[src/rtl/iir_sample_sequencer_if.sv]
// Stream and filter-side signals of the IIR sample sequencer.
// master = sequencer side, slave = source/filter/sink side.
interface iir_sample_sequencer_if #(
    parameter int unsigned WIDTH = 32
);
    logic             s_valid;
    logic             s_ready;
    logic [WIDTH-1:0] s_data;
    logic [WIDTH-1:0] f_xin;
    logic             f_en;
    logic [WIDTH-1:0] f_yout;
    logic             m_valid;
    logic [WIDTH-1:0] m_data;

    modport master (
        input  s_valid, s_data, f_yout,
        output s_ready, f_xin, f_en, m_valid, m_data
    );

    modport slave (
        output s_valid, s_data, f_yout,
        input  s_ready, f_xin, f_en, m_valid, m_data
    );
endinterface

[src/rtl/iir_sample_sequencer.sv]
// Sample-rate sequencer for the IIR datapath: paces accepted samples to one per DIV
// clocks, captures filter results LAT cycles later, drops WARMUP outputs, flags done.
module iir_sample_sequencer #(
    parameter int unsigned WIDTH  = 32,
    parameter int unsigned DIV    = 4,
    parameter int unsigned LAT    = 1,
    parameter int unsigned WARMUP = 0,
    parameter int unsigned CNT_W  = 20
) (
    input  logic                  clk,
    input  logic                  rst,
    input  logic                  start,
    input  logic                  stop,
    input  logic [CNT_W-1:0]      num_samples,
    iir_sample_sequencer_if.master bus,
    output logic [CNT_W-1:0]      count,
    output logic                  busy,
    output logic                  done
);

    localparam int unsigned       TICK_W     = (DIV > 1) ? $clog2(DIV) : 1;
    localparam logic [TICK_W-1:0] TICK_LAST  = TICK_W'(DIV - 1);
    localparam logic [CNT_W-1:0]  WARMUP_CNT = CNT_W'(WARMUP);

    typedef enum logic [1:0] {IDLE, RUN, DRAIN, DONE} state_t;

    state_t            state, state_d;
    logic [TICK_W-1:0] tick, tick_d;
    logic [CNT_W-1:0]  target, target_d;
    logic [CNT_W-1:0]  count_d;
    logic [CNT_W-1:0]  out_cnt, out_cnt_d;
    logic [LAT-1:0]    tag_pipe, tag_d;
    logic              tag_out, hs, cap;
    logic              s_ready_d, f_en_d, m_valid_d, busy_d, done_d;
    logic [WIDTH-1:0]  f_xin_d, m_data_d;

    // Next-state and next-output decode; stop overrides every other transition.
    always_comb begin
        state_d   = state;
        tick_d    = tick;
        target_d  = target;
        count_d   = count;
        out_cnt_d = out_cnt;
        tag_d     = '0;

        tag_out   = tag_pipe[LAT-1];
        hs        = (state == RUN) && bus.s_ready && bus.s_valid && !stop;
        cap       = tag_out && !stop;

        f_en_d    = hs;
        f_xin_d   = hs ? bus.s_data : bus.f_xin;
        m_valid_d = cap && (out_cnt >= WARMUP_CNT);
        m_data_d  = cap ? bus.f_yout : bus.m_data;
        if (cap) begin
            out_cnt_d = out_cnt + CNT_W'(1);
        end

        if (!stop) begin
            tag_d[0] = bus.f_en;
            for (int i = 1; i < int'(LAT); i++) begin
                tag_d[i] = tag_pipe[i-1];
            end
        end

        case (state)
            IDLE, DONE: begin
                if (start) begin
                    target_d  = num_samples;
                    count_d   = '0;
                    out_cnt_d = '0;
                    tick_d    = '0;
                    state_d   = (num_samples == '0) ? DONE : RUN;
                end
            end
            RUN: begin
                if (hs) begin
                    count_d = count + CNT_W'(1);
                    tick_d  = '0;
                    if (count_d == target) begin
                        state_d = DRAIN;
                    end
                end else if (tick != TICK_LAST) begin
                    tick_d = tick + TICK_W'(1);
                end
            end
            DRAIN: begin
                if (out_cnt == target) begin
                    state_d = DONE;
                end
            end
            default: state_d = IDLE;
        endcase

        if (stop) begin
            state_d = IDLE;
            tick_d  = '0;
        end

        // Ready is registered, so it is derived from the next state and tick.
        s_ready_d = (state_d == RUN) && (tick_d == TICK_LAST);
        busy_d    = (state_d == RUN) || (state_d == DRAIN);
        done_d    = (state_d == DONE);
    end

    always_ff @(posedge clk or negedge rst) begin
        if (!rst) begin
            state       <= IDLE;
            tick        <= '0;
            target      <= '0;
            count       <= '0;
            out_cnt     <= '0;
            tag_pipe    <= '0;
            busy        <= 1'b0;
            done        <= 1'b0;
            bus.s_ready <= 1'b0;
            bus.f_en    <= 1'b0;
            bus.f_xin   <= '0;
            bus.m_valid <= 1'b0;
            bus.m_data  <= '0;
        end else begin
            state       <= state_d;
            tick        <= tick_d;
            target      <= target_d;
            count       <= count_d;
            out_cnt     <= out_cnt_d;
            tag_pipe    <= tag_d;
            busy        <= busy_d;
            done        <= done_d;
            bus.s_ready <= s_ready_d;
            bus.f_en    <= f_en_d;
            bus.f_xin   <= f_xin_d;
            bus.m_valid <= m_valid_d;
            bus.m_data  <= m_data_d;
        end
    end

endmodule

[src/flat_wrapper.sv]
// flat-port wrapper written by rule: the top's interface ports become plain ports
module iir_sample_sequencer_flat 
#(
    parameter int unsigned WIDTH  = 32,
    parameter int unsigned DIV    = 4,
    parameter int unsigned LAT    = 1,
    parameter int unsigned WARMUP = 0,
    parameter int unsigned CNT_W  = 20
)
  (clk, rst, start, stop, num_samples, count, busy, done, bus_s_valid, bus_s_data, bus_f_yout, bus_s_ready, bus_f_xin, bus_f_en, bus_m_valid, bus_m_data);
  iir_sample_sequencer_if #(.WIDTH(WIDTH)) bus_i ();
  input  logic clk;
  input  logic rst;
  input  logic start;
  input  logic stop;
  input  logic [CNT_W-1:0] num_samples;
  output logic [CNT_W-1:0] count;
  output logic busy;
  output logic done;
  input wire logic [$bits(bus_i.s_valid)-1:0] bus_s_valid;
  input wire logic [$bits(bus_i.s_data)-1:0] bus_s_data;
  input wire logic [$bits(bus_i.f_yout)-1:0] bus_f_yout;
  output wire logic [$bits(bus_i.s_ready)-1:0] bus_s_ready;
  output wire logic [$bits(bus_i.f_xin)-1:0] bus_f_xin;
  output wire logic [$bits(bus_i.f_en)-1:0] bus_f_en;
  output wire logic [$bits(bus_i.m_valid)-1:0] bus_m_valid;
  output wire logic [$bits(bus_i.m_data)-1:0] bus_m_data;
  assign bus_i.s_valid = bus_s_valid;
  assign bus_i.s_data = bus_s_data;
  assign bus_i.f_yout = bus_f_yout;
  assign bus_s_ready = bus_i.s_ready;
  assign bus_f_xin = bus_i.f_xin;
  assign bus_f_en = bus_i.f_en;
  assign bus_m_valid = bus_i.m_valid;
  assign bus_m_data = bus_i.m_data;
  iir_sample_sequencer #(.WIDTH(WIDTH), .DIV(DIV), .LAT(LAT), .WARMUP(WARMUP), .CNT_W(CNT_W)) u_core (.clk(clk), .rst(rst), .start(start), .stop(stop), .num_samples(num_samples), .bus(bus_i), .count(count), .busy(busy), .done(done));
endmodule
[config.mk]
export PLATFORM = sky130hd
export DESIGN_NAME = iir_sample_sequencer_flat
export DESIGN_NICKNAME = d
export VERILOG_FILES = /design/src/rtl/iir_sample_sequencer_if.sv /design/src/rtl/iir_sample_sequencer.sv /design/src/flat_wrapper.sv
export SDC_FILE = /design/constraint.sdc
export NUM_CORES = 1
export LEC_CHECK = 0
export CORE_MARGIN = 2
export CORE_UTILIZATION = 54
export CTS_BUF_LIST = sky130_fd_sc_hd__clkbuf_8
export CTS_CLUSTER_DIAMETER = 50
export DETAILED_ROUTE_END_ITERATION = 7
export HOLD_SLACK_MARGIN = 0.15
export PLACE_DENSITY = 0.95
export RECOVER_POWER = 25
export SYNTH_ARGS = -nofsm -noshare
export SYNTH_HDL_FRONTEND = slang
export SYNTH_SLANG_ARGS = --single-unit
[constraint.sdc]
create_clock -name clk -period 6.55 [get_ports clk]
set_clock_uncertainty 0.05 [all_clocks]
set_input_delay 0.9825 -clock clk [delete_from_list [all_inputs] [get_ports clk]]
set_output_delay 0.9825 -clock clk [all_outputs]
set_load 0.1 [all_outputs]
Yosys cells after proc, flatten, opt, wreduce, memory -nomap -nowiden
Index checks and enable logic that the tools add are counted.
- magnitude comparators: 1
- shifts and indexed selects: 0
- add/subtract/negate cells: 3
- reductions and logical operators: 14
- div/mod/pow operators: 0
- eq/ne operators: 12
- multipliers: 0
- bitwise operators: 0
- muxes and demuxes: 19
- operator list (kind ; number):
    $mux 20 ; 5
    $add 20x1->20 const B ; 2
    $eq 20x20->1 ; 2
    $pmux 20 s2 ; 1
    $ge 20x1->1 const B ; 1
    $logic_not 20->1 ; 1
    $mux 2 ; 10
    $eq 2x2->1 const B ; 5
    $logic_and 1x1->1 ; 6
    $pmux 2 s3 ; 1
    $eq 2x1->1 const B ; 2
    $ne 2x2->1 const B ; 2
    $pmux 2 s2 ; 1
    $reduce_and 3->1 ; 1
    $add 2x1->2 const B ; 1
    $logic_not 2->1 ; 1
    $ne 2x1->1 const B ; 1
    $reduce_and 2->1 ; 1
    $reduce_bool 2->1 ; 1
    $reduce_or 2->1 ; 1
    $logic_not 1->1 ; 1
    $logic_or 1x1->1 ; 1
    $mux 1 ; 1
- memory bits (read-only): 0
- memory bits (writable): 0
- latch bits: 0
- flip-flop bits (word level): 134
- output and inout bits: 89
- memories: 0
- word-level logic and storage cells: 62

Depth between registers and ports, before layout
- depth in word-level cells: 9
- depth in mapped cells: 12
- gate-level depth less buffers: 10

Worst setup path before layout
OpenSTA, ideal clock, no wires.
- kind: reg-to-reg
- from: reg u_core.count[0]
- to: reg u_core.bus.s_ready
- path slack: 2.624 ns
- buffers on the path: 2
- clock period less this slack: 3.926 ns
- library setup time: 0.120 ns
- stages on the path, launching flop included: 13
- arrival time: 3.756 ns
- cell sequence: dfrtp_1 > ha_1 > buf_2 > and2_0 > clkbuf_1 > nand4_1 > nor2_1 > xnor2_1 > or4_1 > or4_4 > o2bb2ai_1 > ha_1 > and3_1
- longest elaborated chain between the ends: 8
- ends and longest elaborated chain (element ; line ; source):
    start, declared ; iir_sample_sequencer.sv:16 ; output logic [CNT_W-1:0] count,
    start signal, assigned ; iir_sample_sequencer.sv:124 ; count <= count_d;
    $add 20x1->20 ; iir_sample_sequencer.sv:77 ; count_d = count + CNT_W'(1);
    $eq 20x20->1 ; iir_sample_sequencer.sv:79 ; if (count_d == target) begin
    $mux 2 ; iir_sample_sequencer.sv:79 ;
    $mux 2 ; iir_sample_sequencer.sv:76 ; if (hs) begin
    $pmux 2 s3 ; iir_sample_sequencer.sv:65 ; case (state)
    $mux 2 ; iir_sample_sequencer.sv:94 ; if (stop) begin
    via u_core.state_d[0] ; iir_sample_sequencer.sv:27 ; state_t state, state_d;
    $eq 2x1->1 ; iir_sample_sequencer.sv:100 ; s_ready_d = (state_d == RUN) && (tick_d == TICK_LAST);
    $logic_and 1x1->1 ; iir_sample_sequencer.sv:100 ;
    via u_core.s_ready_d ; iir_sample_sequencer.sv:34 ; logic s_ready_d, f_en_d, m_valid_d, busy_d, done_d;
    end signal, assigned ; iir_sample_sequencer.sv:129 ; bus.s_ready <= s_ready_d;
    end, declared ; iir_sample_sequencer_if.sv:17 ; output s_ready, f_xin, f_en, m_valid, m_data
The timed path passes the listed nets, and every way through them passes these cells.
A chain may end at the register's enable or synchronous reset.

Worst setup path after layout
- from: in stop
- to: reg u_core.out_cnt[19]
- longest elaborated chain between the ends: 5
- ends and longest elaborated chain (element ; line ; source):
    start, declared ; flat_wrapper.sv:15 ; input logic stop;
    $logic_not 1->1 * ; iir_sample_sequencer.sv:48 ; cap = tag_out && !stop;
    $logic_and 1x1->1 * ; iir_sample_sequencer.sv:48 ;
    $mux 20 * ; iir_sample_sequencer.sv:54 ; if (cap) begin
    $mux 20 ; iir_sample_sequencer.sv:67 ; if (start) begin
    $mux 20 * ; iir_sample_sequencer.sv:65 ;
    via u_core.out_cnt_d[19] ; iir_sample_sequencer.sv:31 ; logic [CNT_W-1:0] out_cnt, out_cnt_d;
    end signal, assigned ; iir_sample_sequencer.sv:125 ; out_cnt <= out_cnt_d;
    end, declared ; iir_sample_sequencer.sv:31 ;
Mark *: on every way through the listed nets, which the timed path passes. The rest lies on a longest branch.

==> key figures <==
Run status
  • Status: finished with violations
  • Violated checks: capacitance limit, slew limit

Timing
  • Min Tclk post-route: 4360 ps
  • RSZ-0062 raised after global routing: no
  • Relative slew slack: -1.31
  • Final Setup Violations: 0
  • Worst-Margin Slew: 3470 ps
  • Tcrit/Tclk final: 0.665
  • Setup TNS: 0 ps
  • Fmax: 0.230 GHz
  • Final slew viol count: 149
  • Final Hold Viols: 0

GRT
  • Gr usage total: 0.267
  • Vias in the first global route: 5612
  • Met3 Usage GRT: 0.0760
  • Met2 GRT Util: 0.429
  • Met1 Use GR: 0.316
  • Largest net degree at the start of global routing: 72
  • Busiest grt layer: met2
  • Initial antenna violation count: 0
  • First-pass GRT wire length: 27000 um
  • Grt total ovfl: 0

Worst setup path
  • Crit path from: stop
  • CP Launch Type: input port
  • Crit path kind: in -> reg
  • Arrival time worst endpoint: 4660 ps
  • CP required: 6850 ps
  • R2r setup slk: 2860 ps
  • R2R Path End: u_core.bus.s_ready$_DFF_PN0_
  • R2R depth: 8
  • CP Max Fanout: 41
  • Worst setup path endpoint: u_core.out_cnt[19]$_DFF_PN0_
  • R2r startpoint: u_core.count[2]$_DFFE_PN0P_
  • CP Capture Type: flop

Yosys
  • Netlist cell types: 48
  • Async SR Flop Fraction: 1.00
  • Synthesis warning total: 0
  • Most used DFF post-synth: dfrtp_1
  • Gate Count Post-Synth: 676
  • Synth Net Count: 772
  • Syn Area/Cell: 9.67 sq um
  • Seq/Total Area, Yosys: 0.513
  • Netlist Area Pre-Place: 6540 sq um
  • Number of synthesized flops with an enable pin: 0
  • #FFs+latches synth: 134

Detailed routing
  • DRC: 0
  • DR WL/cell: 16.7 um
  • WL final: 16600 um
  • Routed via count: 5646
  • DRT iter0 DRCs: 382
  • DR pass1 iterations: 5
  • Vias per Instance: 5.66
  • ANT nets after route: 0

Hold path
  • WHS Path Cells: 2
  • Min-delay worst type: reg -> reg

Cells and area
  • Diode count: 0
  • Most common cell after layout, fill and taps aside: nand2_1
  • Area of the multi-input gates: 3010 sq um
  • Core Util, Final: 0.731
  • Area growth from synthesis to layout: 33.2%
  • Filler instances: 854
  • Ratio of cells with drive above 1 in the final layout: 0.0859
  • Commonest non-fill, non-tap cells in the layout: 180 x nand2_1, 174 x clkdlybuf4s50_1, 134 x dfrtp_1
  • Final nets: 934
  • Sequential cell area: 3350 sq um

Clocking
  • Post-cts resize count: 0
  • TritonCTS clock tree: yes
  • Clock-pin slew on the worst setup and hold paths: 80 ps
  • Worst-Skew Late Latency: 450 ps
  • H-tree depth: 4
  • Total CTS buffers: 17
  • Post CTS Setup Buffer Count: 0
  • Root Buffer: clkbuf_8
  • Deepest clock path buffer count: 2
  • Cts hold-fix bufs: 0
  • # clock sinks: 134

Power and ir drop
  • VDD IR max: 155 uV
  • PwrDens: 257 nW/um^2
  • Leakage: 0.00405 uW

Floorplanning
  • Initial core utilization: 0.549
  • IO Count: 178
  • Die extent in y: 114 um
  • Cell Rows: 40
  • Die W: 114 um
  • Core region area: 11900 sq um
  • Die area: 13000 sq um

Placement
  • # port buffers: 177
  • Post-detail-place hpwl: 11700 um
  • RePlAce Congestion: 0.924

Run
  • Max Cap Viol: 3
-- final cells by class --
| class | count | area share |
|---|---|---|
| tap | 147 | 0.0211 |
| clock buffer | 21 | 0.0332 |
| sequential | 134 | 0.385 |
| inverter | 8 | 0.00345 |
| timing repair buffer | 181 | 0.205 |
| clock inverter | 10 | 0.00646 |
| multi-input combinational | 496 | 0.346 |
-- state kept, by name, summed over array words and instances, names as in the netlist --
name	count
u_core.bus.f_xin	32
u_core.bus.m_data	32
u_core.count	20
u_core.out_cnt	20
u_core.target	20
u_core.state	2
u_core.tick	2
u_core.bus.f_en	1
u_core.bus.m_valid	1
u_core.bus.s_ready	1
u_core.busy	1
u_core.done	1
u_core.tag_out	1
-- worst min-delay path by stage --
stage                                      from                          endpoint  slack (ps)
2_1_floorplan     u_core.target[10]$_DFFE_PN0P_     u_core.target[10]$_DFFE_PN0P_         460
3_3_place_gp   u_core.bus.f_xin[29]$_DFFE_PN0P_  u_core.bus.f_xin[29]$_DFFE_PN0P_         410
3_5_place_dp   u_core.bus.f_xin[16]$_DFFE_PN0P_  u_core.bus.f_xin[16]$_DFFE_PN0P_         410
4_1_cts        u_core.bus.f_xin[16]$_DFFE_PN0P_  u_core.bus.f_xin[16]$_DFFE_PN0P_         430
5_1_grt        u_core.bus.f_xin[25]$_DFFE_PN0P_  u_core.bus.f_xin[25]$_DFFE_PN0P_         450
6_report       u_core.bus.f_xin[16]$_DFFE_PN0P_  u_core.bus.f_xin[16]$_DFFE_PN0P_         430
-- layer usage --
metal / vias to the layer above / wire [um]
li1: 2633 / -
met1: 2687 / 6490
met3: 66 / 1280
met5: - / 0
met2: 260 / 8090
met4: 0 / 752
-- worst max-delay path, stage by stage --
cell and delay (ps):
dlygate4sd3_1 680, nor2b_4 140, clkbuf_1 1520, nand3_1 170, nor2_1 320, nand4_1 250, or3_1 410, a21oi_1 150
-- power by group --
group / internal (uW) / switching (uW)
clock network: 293 / 313
logic: 230 / 394
registers: 901 / 111
-- cell families (layout without fill, tap and decap cells) --
kind of cell / Yosys count / after routing / share of synthesized area
XOR/XNOR: 63 / 63 / 0.0844
flip-flops: 134 / 134 / 0.513
AO/OA/AOI/OAI: 75 / 75 / 0.0752
multiplexers: 38 / 38 / 0.0647
buffers and inverters: 46 / 220 / 0.0279
adder cells (fa/ha/maj): 7 / 7 / 0.0134
AND/OR/NAND/NOR: 313 / 313 / 0.222
-- synthesized netlist by cell type (2+ instances only) --
library cell | instances | area share
nor2b_1 | 6 | 0.0057
nand2_1 | 180 | 0.10
or4_4 | 2 | 0.0034
and3_1 | 9 | 0.0086
nor3_1 | 16 | 0.012
xor2_1 | 38 | 0.051
ha_1 | 7 | 0.013
nor2_1 | 29 | 0.017
o211ai_1 | 2 | 0.0023
nor4_1 | 13 | 0.012
mux2i_1 | 4 | 0.0061
mux2_2 | 34 | 0.059
nor3b_1 | 2 | 0.0023
nand3_1 | 17 | 0.013
o31ai_1 | 4 | 0.0046
a21o_1 | 9 | 0.010
dfrtp_1 | 134 | 0.51
clkbuf_1 | 26 | 0.015
or3_1 | 6 | 0.0057
or4_1 | 4 | 0.0046
inv_1 | 7 | 0.0040
a21oi_1 | 12 | 0.0092
nand4_1 | 17 | 0.016
buf_1 | 4 | 0.0023
a22o_1 | 12 | 0.016
nand4b_1 | 2 | 0.0027
buf_2 | 7 | 0.0054
xnor2_1 | 25 | 0.033
and4_1 | 4 | 0.0054
o21ai_0 | 26 | 0.020
-- through the flow --
step                      worst slack (ps)  hold slack (ps)  total power, uW  instance area [sq um]  instances
after floorplan                       2620              456             1420                   6540        676
after global placement                2630              407             1620                   8380        966
after detailed placement              2510              412             1640                   8380        966
after CTS                             2880              431             2250                   8720        997
after global routing                  1790              446             2350                   8710        997
final                                 2190              429             2240                   8710        997
(Power assumes the default switching activity.)
